`src/rtl/uart_cmd_framer.sv`:
```
// rtl/uart_cmd_framer.sv - assembles 3-byte UART commands into 21-bit words and echoes accepted bytes
module uart_cmd_framer #(
  parameter int DATA_WIDTH = 8,
  parameter int TIMEOUT    = 20000,
  parameter int ECHO       = 1
) (
  input  logic                        clk,
  input  logic                        rst,
  input  logic [DATA_WIDTH-1:0]       rx_data,
  input  logic                        rx_valid,
  output logic                        rx_ready,
  output logic [DATA_WIDTH-1:0]       tx_data,
  output logic                        tx_valid,
  input  logic                        tx_ready,
  output logic [3*(DATA_WIDTH-1)-1:0] cmd_data,
  output logic                        cmd_valid,
  input  logic                        cmd_ready,
  output logic [7:0]                  err_count
);

  localparam int PW = DATA_WIDTH - 1;
  localparam logic [15:0] TMO_LAST = 16'(TIMEOUT - 1);

  typedef enum logic [1:0] {IDLE, GOT1, GOT2} state_t;

  state_t                  state_q, state_d;
  logic [PW-1:0]           b0_q, b0_d, b1_q, b1_d;
  logic [15:0]             tmr_q, tmr_d;
  logic [DATA_WIDTH-1:0]   tx_data_d;
  logic                    tx_valid_d;
  logic [3*PW-1:0]         cmd_data_d;
  logic                    cmd_valid_d;
  logic [7:0]              err_d;
  logic                    err_inc;
  logic                    accept;
  logic                    start_byte;

  // A finished frame cannot be completed while the previous command is still unconsumed.
  assign rx_ready = !rst
                  && !(state_q == GOT2 && cmd_valid && !cmd_ready)
                  && ((ECHO == 0) || !tx_valid || tx_ready);
  assign accept     = rx_valid && rx_ready;
  assign start_byte = rx_data[DATA_WIDTH-1];

  always_ff @(posedge clk or posedge rst) begin
    if (rst) begin
      state_q   <= IDLE;
      b0_q      <= '0;
      b1_q      <= '0;
      tmr_q     <= '0;
      tx_data   <= '0;
      tx_valid  <= 1'b0;
      cmd_data  <= '0;
      cmd_valid <= 1'b0;
      err_count <= '0;
    end else begin
      state_q   <= state_d;
      b0_q      <= b0_d;
      b1_q      <= b1_d;
      tmr_q     <= tmr_d;
      tx_data   <= tx_data_d;
      tx_valid  <= tx_valid_d;
      cmd_data  <= cmd_data_d;
      cmd_valid <= cmd_valid_d;
      err_count <= err_d;
    end
  end

  always_comb begin
    state_d     = state_q;
    b0_d        = b0_q;
    b1_d        = b1_q;
    tmr_d       = tmr_q;
    err_inc     = 1'b0;
    tx_valid_d  = tx_valid && !tx_ready;
    tx_data_d   = tx_data;
    cmd_valid_d = cmd_valid && !cmd_ready;
    cmd_data_d  = cmd_data;

    if (accept) begin
      tmr_d = '0;
      if (ECHO != 0) begin
        tx_valid_d = 1'b1;
        tx_data_d  = rx_data;
      end
      case (state_q)
        IDLE: begin
          if (start_byte) begin
            b0_d    = rx_data[PW-1:0];
            state_d = GOT1;
          end else begin
            err_inc = 1'b1;
          end
        end
        GOT1: begin
          if (start_byte) begin
            b0_d    = rx_data[PW-1:0];
            err_inc = 1'b1;
          end else begin
            b1_d    = rx_data[PW-1:0];
            state_d = GOT2;
          end
        end
        default: begin
          if (start_byte) begin
            b0_d    = rx_data[PW-1:0];
            state_d = GOT1;
            err_inc = 1'b1;
          end else begin
            cmd_data_d  = {b0_q, b1_q, rx_data[PW-1:0]};
            cmd_valid_d = 1'b1;
            state_d     = IDLE;
          end
        end
      endcase
    end else if (state_q == IDLE) begin
      tmr_d = '0;
    end else if (tmr_q == TMO_LAST) begin
      state_d = IDLE;
      tmr_d   = '0;
      err_inc = 1'b1;
    end else begin
      tmr_d = tmr_q + 16'd1;
    end

    err_d = (err_inc && err_count != 8'hFF) ? err_count + 8'd1 : err_count;
  end

endmodule

```
`config.mk`:
```
export PLATFORM = sky130hd
export DESIGN_NAME = uart_cmd_framer
export DESIGN_NICKNAME = d
export VERILOG_FILES = /design/src/rtl/uart_cmd_framer.sv
export SDC_FILE = /design/constraint.sdc
export NUM_CORES = 1
export LEC_CHECK = 0
export ABC_CLOCK_PERIOD_IN_PS = 3600
export CORE_MARGIN = 2
export CORE_UTILIZATION = 56
export DETAILED_ROUTE_END_ITERATION = 12
export PLACE_DENSITY = 0.84
export SLEW_MARGIN = 20
export SYNTH_ARGS = -nofsm -noshare
export SYNTH_HDL_FRONTEND = slang
export SYNTH_SLANG_ARGS = --single-unit
```
`constraint.sdc`:
```
create_clock -name clk -period 3.6 [get_ports clk]
set_input_delay 0.36 -clock clk [delete_from_list [all_inputs] [get_ports clk]]
set_output_delay 0.36 -clock clk [all_outputs]
set_load 0.01 [all_outputs]
```
==> results of run 1 <==
## critical path, stage by stage
cell and delay, ns:
sky130_fd_sc_hd__clkdlybuf4s50_1 0.49, sky130_fd_sc_hd__and4bb_4 0.25, sky130_fd_sc_hd__or4b_4 0.63, sky130_fd_sc_hd__nor3_2 0.14
sky130_fd_sc_hd__buf_4 0.31, sky130_fd_sc_hd__mux2_2 0.38
## synthesized netlist by cell type, drive strengths merged
master / number / area (um2)
o32ai: 2 / 17.5
dfrtp: 71 / 1780
nor2: 21 / 78.8
nand2b: 1 / 6.26
a21oi: 2 / 10.0
nand2: 33 / 124
a21o: 1 / 7.51
nor4b: 3 / 32.5
nor3: 6 / 35.0
or4: 2 / 18.8
buf: 3 / 26.3
or3: 2 / 12.5
nand3: 8 / 40.0
nand4b: 1 / 8.76
nor3b: 1 / 7.51
ha: 3 / 37.5
and4: 2 / 17.5
or4b: 2 / 23.8
xor2: 12 / 105
clkbuf: 3 / 11.3
nor4: 3 / 18.8
o21ai: 2 / 13.8
and4bb: 1 / 16.3
o21a: 1 / 15.0
xnor2: 8 / 77.6
mux2: 36 / 405
or2: 1 / 6.26
inv: 8 / 30.0
nor2b: 1 / 6.26
nand4: 5 / 31.3
## power by group through the flow
stage	registers, mW	logic [mW]	clock network, mW
finish	1.18	0.763	0.676
global route	1.21	0.827	0.728
CTS	1.18	0.776	0.688
detailed placement	1.19	0.772	0
global placement	1.18	0.739	0
floorplan	1.23	0.321	0
## through the flow
stage                     hold WS, ns  utilization [%]
after floorplan                 0.455                -
after global placement          0.460             70.3
after detailed placement        0.468             70.3
after CTS                       0.365             74.4
after global routing            0.414             74.4
final                           0.371             74.4
## kinds of logic after synthesis
logic type	Yosys count
flops	71
xor+xnor	20
compound gates	8
simple gates	93
mux	36
buf+inv	14
fa+ha+maj	3
## flip-flops by register name (all words and copies together) (netlist names)
signal     count
b0_q           7
tmr_q         16
cmd_data      21
state_q        2
tx_data        8
b1_q           7
tx_valid       1
cmd_valid      1
err_count      8
## layout make-up
class / count / area [um2] / area share (%)
sequential: 71 / 1780 / 46.5
multi-input combinational: 160 / 1170 / 30.7
timing repair buffer: 55 / 543 / 14.2
clock buffer: 10 / 128 / 3.34
tap: 70 / 87.6 / 2.29
clock inverter: 6 / 85.1 / 2.23
inverter: 8 / 30.0 / 0.785
## layer usage
layer	GRT usage, %	share of wire [%]
met1	29.4	43
met2	33.1	51
met4	10.5	0.99
met3	4.65	5.0
met5	0	0
## final timing paths
| kind | from | endpoint | slack, ns | cells past startpoint |
|---|---|---|---|---|
| worst max-delay path | cmd_ready | cmd_data[1]$_DFFE_PP0P_ | 1.24 | 6 |
| worst min-delay path | rst | err_count[3]$_DFFE_PP0P_ | 0.37 | 2 |
| worst max register to register | state_q[1]$_DFFE_PP0P_ | cmd_data[1]$_DFFE_PP0P_ | 1.38 | 5 |
| worst min register to register | tx_data[7]$_DFFE_PP0N_ | tx_data[7]$_DFFE_PP0N_ | 0.48 | 2 |
| max in group asynchronous | rst | cmd_data[0]$_DFFE_PP0P_ | 2.23 | 3 |
| min in group clk | tx_data[7]$_DFFE_PP0N_ | tx_data[7]$_DFFE_PP0N_ | 0.48 | 2 |
==> impl_metrics.toml, run 1 <==
[logic_synthesis]
yosysUniqueCellTypes = 37
syn_area_mm2 = 0.00302
muxShareOfSynthArea_pct = 13.4
synth_sequential_area_ratio_pct = 58.9
synth_area_per_cell_um2 = 12.3
post_synth_xor_area_fraction_pct = 6.05
adder_cell_fraction_of_synth_area_pct = 1.24
yosys_warnings = 0
synth_top_family_by_area = "simple AND/OR/NAND/NOR gates"
synth.net_count = 261
synth_cells = 245
synth-seq-cells = 71
post_synth_and_or_nand_nor_area_fraction_pct = 16.0
synthesized_area_fraction_occupied_by_ao_oa_aoi_and_oai_cells_pct = 2.11

[clocking]
clock_insertion_delay_worst_skew_ns = 0.33
clock_tree_from_tritoncts = "done"
post_cts_resized = 0
post-cts-setup-buffer-count = 0
cts_sinks = 71
ctsHtreeMaxLevel = 3
holdBufCountCts = 0
cts_buffer_depth = 2
cts-root-buf = "sky130_fd_sc_hd__clkbuf_8"
clkTransAtPathRegs_ns = 0.07
cts_buffers = 9

[sta]
report.final.slew_viol_count = 0
max_slew_margin_pct = 48.2
rsz0062_at_grt = "false"
hold_viol_final = 0
clock.fmax_mhz = 423
fin_crit_sh_pct = 65.7
finalCriticalPeriod_ns = 2.36
setup_total_negative_slack_ns = 0
slew_at_the_pin_closest_to_its_max_slew_limit_ns = 0.777
setup_ws_ns = 1.24
final-setup-viol-count = 0
skew_ns = 0.00611

[drt]
wl_um = 5870
routed_via_density = 5.33
routedWlPerCell_um = 15.5
route.antenna.remaining_nets = 0
detail_route.first_pass.iterations = 4
via_count = 2027
drt_iter0_markers = 130
drc = 0

[outcome]
status = "finished, final reports clean"

[power_and_ir_drop]
sequentialPowerShare_pct = 45.0
net_switching_fraction_of_the_power_pct = 29.1
ir_worst_vdd_mv = 0.426
power_per_cell_area_mw_per_mm2 = 685
combPwrFrac_pct = 29.1
power_mw = 2.62
clock_power_share_pct = 25.8
internal_power_mw = 1.86
power.net_switching_mw = 0.761
cellLeakagePower_nw = 1.70

[floorplanning]
site_rows = 26
die_height_um = 77.4
floorplan.initialDensity_pct = 58.7
core_mm2 = 0.00514
top_level_ports = 53
die_area_mm2 = 0.00599
die_width_um = 77.4

[global_route]
grt_max_degree = 65
grt-ovfl-total = 0
grt_pass1_vias = 1956
grtUsageTotal_pct = 21.5
grt_antenna_before_repair = 0
grt_pass1_wl_um = 9760

[layout]
fin_cells = 380
filler_cell_count = 360
final_net_count = 321
area_growth_syn_to_layout_pct = 26.7
mostFrequentLayoutCells = "71 x sky130_fd_sc_hd__dfrtp_1, 52 x sky130_fd_sc_hd__clkdlybuf4s50_1, 36 x sky130_fd_sc_hd__mux2_2"
antenna_cells = 0
final_design_area_no_fill_mm2 = 0.00382
layout-drive-gt1-share_pct = 21.0
commonest_non_fill_non_tap_cell_in_the_layout = "sky130_fd_sc_hd__dfrtp_1"

[worst_setup_path]
required_ns = 3.82
worst-endpoint-arrival_ns = 2.58
worst-setup-path-type = "primary input to flip-flop"
biggest_fanout_along_the_worst_timing_path = 22
critPathCaptureType = "flip-flop"
crit_path_start_kind = "primary input"

[placement]
place_ws_ns = 0.886
dpl-instance-area_mm2 = 0.00361
buffer_ports.inserted = 52
placedCellCount = 364
gp_congestion = 0.832
post_dp_hpwl_um = 4010

[job]
maxCapViolations = 0

[hold_path]
hold_path_class = "primary input to asynchronous set/reset pin"
Note: power is estimated with default switching activity, not from simulation.
==> run 2, diff against run 1 <==
- ABC_CLOCK_PERIOD_IN_PS: 3600 -> 2100
- CORE_UTILIZATION: 56 -> 47
- PLACE_DENSITY: 0.84 -> 0.75
- clock period: 3.6 -> 2.1 ns (I/O delays scaled with it)
==> run 2 against run 1 <==
- via count up 1.2%
- hold slack worse by 0.16 ns
- wire length up 2.0%
- clock skew up 0.0034 ns
- setup slack worse by 1.2 ns
- register-to-register slack worse by 1.4 ns
- largest power group unchanged
- highest routed layer unchanged
==> impl_metrics.toml, run 2 (same netlist as run 1, synthesis figures left out) <==
[outcome]
status = "finished, final reports clean"

[sta]
setup_ws_ns = 0.0144
clock.fmax_mhz = 479
max_slew_margin_pct = 66.7
fin_hold_ws_ns = 0.214
fin_crit_sh_pct = 99.3
report.final.slew_viol_count = 0
finalCriticalPeriod_ns = 2.09
skew_ns = 0.00950
hold_viol_final = 0
rsz0062_at_grt = "true"
slew_at_the_pin_closest_to_its_max_slew_limit_ns = 0.499
setup_total_negative_slack_ns = 0
final-setup-viol-count = 0

[placement]
place_ws_ns = -0.312
placedCellCount = 389
post_dp_hpwl_um = 4080
gp_congestion = 0.795
buffer_ports.inserted = 52
dpl-instance-area_mm2 = 0.00379

[clocking]
clock_tree_from_tritoncts = "done"
cts_buffers = 9
cts_sinks = 71
clock_insertion_delay_worst_skew_ns = 0.34
holdBufCountCts = 0
cts-root-buf = "sky130_fd_sc_hd__clkbuf_8"
cts_buffer_depth = 2
clkTransAtPathRegs_ns = 0.07
ctsHtreeMaxLevel = 3

[floorplanning]
top_level_ports = 53
floorplan.initialDensity_pct = 48.1
die_area_mm2 = 0.00708
die_width_um = 84.1
core_mm2 = 0.00628
site_rows = 29
die_height_um = 84.1

[hold_path]
worstHoldPathCells = 3
hold_path_class = "primary input to flip-flop"

[worst_setup_path]
crit_path_start_kind = "flip-flop"
r2r_slack_ns = 0.01
r2r_end = "err_count[5]$_DFFE_PP0P_"
crit_path_end = "err_count[5]$_DFFE_PP0P_"
crit_start = "state_q[1]$_DFFE_PP0P_"
worst-setup-path-type = "flip-flop to flip-flop"
biggest_fanout_along_the_worst_timing_path = 4
required_ns = 2.32
ff2ff_path_depth = 5
worst-endpoint-arrival_ns = 2.31
critical_path.reg2reg.startpoint = "state_q[1]$_DFFE_PP0P_"
critPathCaptureType = "flip-flop"

[global_route]
grt_max_degree = 39
grt_antenna_before_repair = 0
grtUsageTotal_pct = 18.9
grt_pass1_wl_um = 10600
grt_pass1_vias = 2148
grt-ovfl-total = 0

[layout]
max_flop_register = "cmd_data"
final_standard_cell_utilization_of_the_core_pct = 63.7
area_growth_syn_to_layout_pct = 32.5
largest_registers = "cmd_data (21), tmr_q (16)"
largest_register_ff_count = 21
fin_cells = 406
mostFrequentLayoutCells = "71 x sky130_fd_sc_hd__dfrtp_1, 50 x sky130_fd_sc_hd__clkdlybuf4s50_1, 36 x sky130_fd_sc_hd__mux2_2"
layout-drive-gt1-share_pct = 26.1
antenna_cells = 0
commonest_non_fill_non_tap_cell_in_the_layout = "sky130_fd_sc_hd__dfrtp_1"
final_net_count = 340
final_design_area_no_fill_mm2 = 0.00400

[job]
maxCapViolations = 0

[drt]
detail_route.first_pass.iterations = 4
drc = 0
drt_iter0_markers = 83
routedWlPerCell_um = 14.8
via_count = 2051
routed_via_density = 5.05
route.antenna.remaining_nets = 0
wl_um = 5990

[power_and_ir_drop]
cellLeakagePower_nw = 1.82
ir_worst_vdd_mv = 0.691
power_per_cell_area_mw_per_mm2 = 1130
power_mw = 4.52
[run 2: cell count changes in the layout (fill, tap and decap cells not counted), sizes merged]
cell / before / now
buf: 3 / 22
clkdlybuf4s50: 52 / 50
dlymetal6s2s: 0 / 2
bufinv: 2 / 1
clkbuf: 10 / 11
[run 2: layout make-up]
class	count	area [um2]
inverter	8	30.0
timing repair buffer	74	716
clock buffer	11	131
multi-input combinational	160	1190
sequential	71	1780
fill	500	2280
clock inverter	5	58.8
tap	77	96.3
[run 2: report_power, final]
part           switching (mW)  internal [mW]
Combinational           0.581          0.869
Clock                   0.507          0.550
Sequential              0.261           1.75
Total                    1.35           3.17
[run 2: worst min-delay path by stage]
stage,start,endpoint
floorplan,rx_data[0],tx_data[0]$_DFFE_PP0N_
global placement,tx_data[7]$_DFFE_PP0N_,tx_data[7]$_DFFE_PP0N_
detailed placement,tx_data[2]$_DFFE_PP0N_,tx_data[2]$_DFFE_PP0N_
CTS,rst,cmd_data[13]$_DFFE_PP0P_
global route,cmd_ready,cmd_valid$_DFF_PP0_
finish,cmd_ready,cmd_valid$_DFF_PP0_
[run 2: timing repair]
item / 4_1_cts / 5_1_grt
buffers inserted: 0 / 1
gates resized for setup: 0 / 5
setup endpoints to repair: 0 / 4
[run 2: layer usage]
layer  vias to the layer above  wire length, um  global-route usage (%)
li1                       1003                -                       -
met4                         0               89                    6.30
met3                        10              189                    4.52
met5                         -                0                       0
met1                      1002             2870                    26.7
met2                        36             2850                    29.1
[run 2: critical path: stages (launching register included)]
cell                       delay [ns]
sky130_fd_sc_hd__dfrtp_1         0.39
sky130_fd_sc_hd__and4bb_4        0.22
sky130_fd_sc_hd__or4b_4          0.58
sky130_fd_sc_hd__o21a_4          0.15
sky130_fd_sc_hd__or4_4           0.49
sky130_fd_sc_hd__xnor2_2         0.14
==> run 3, diff against run 2 <==
- CAP_MARGIN: unset -> 20
==> results of run 3 <==
Final layout, timing and power as in run 2 (identical DEF).
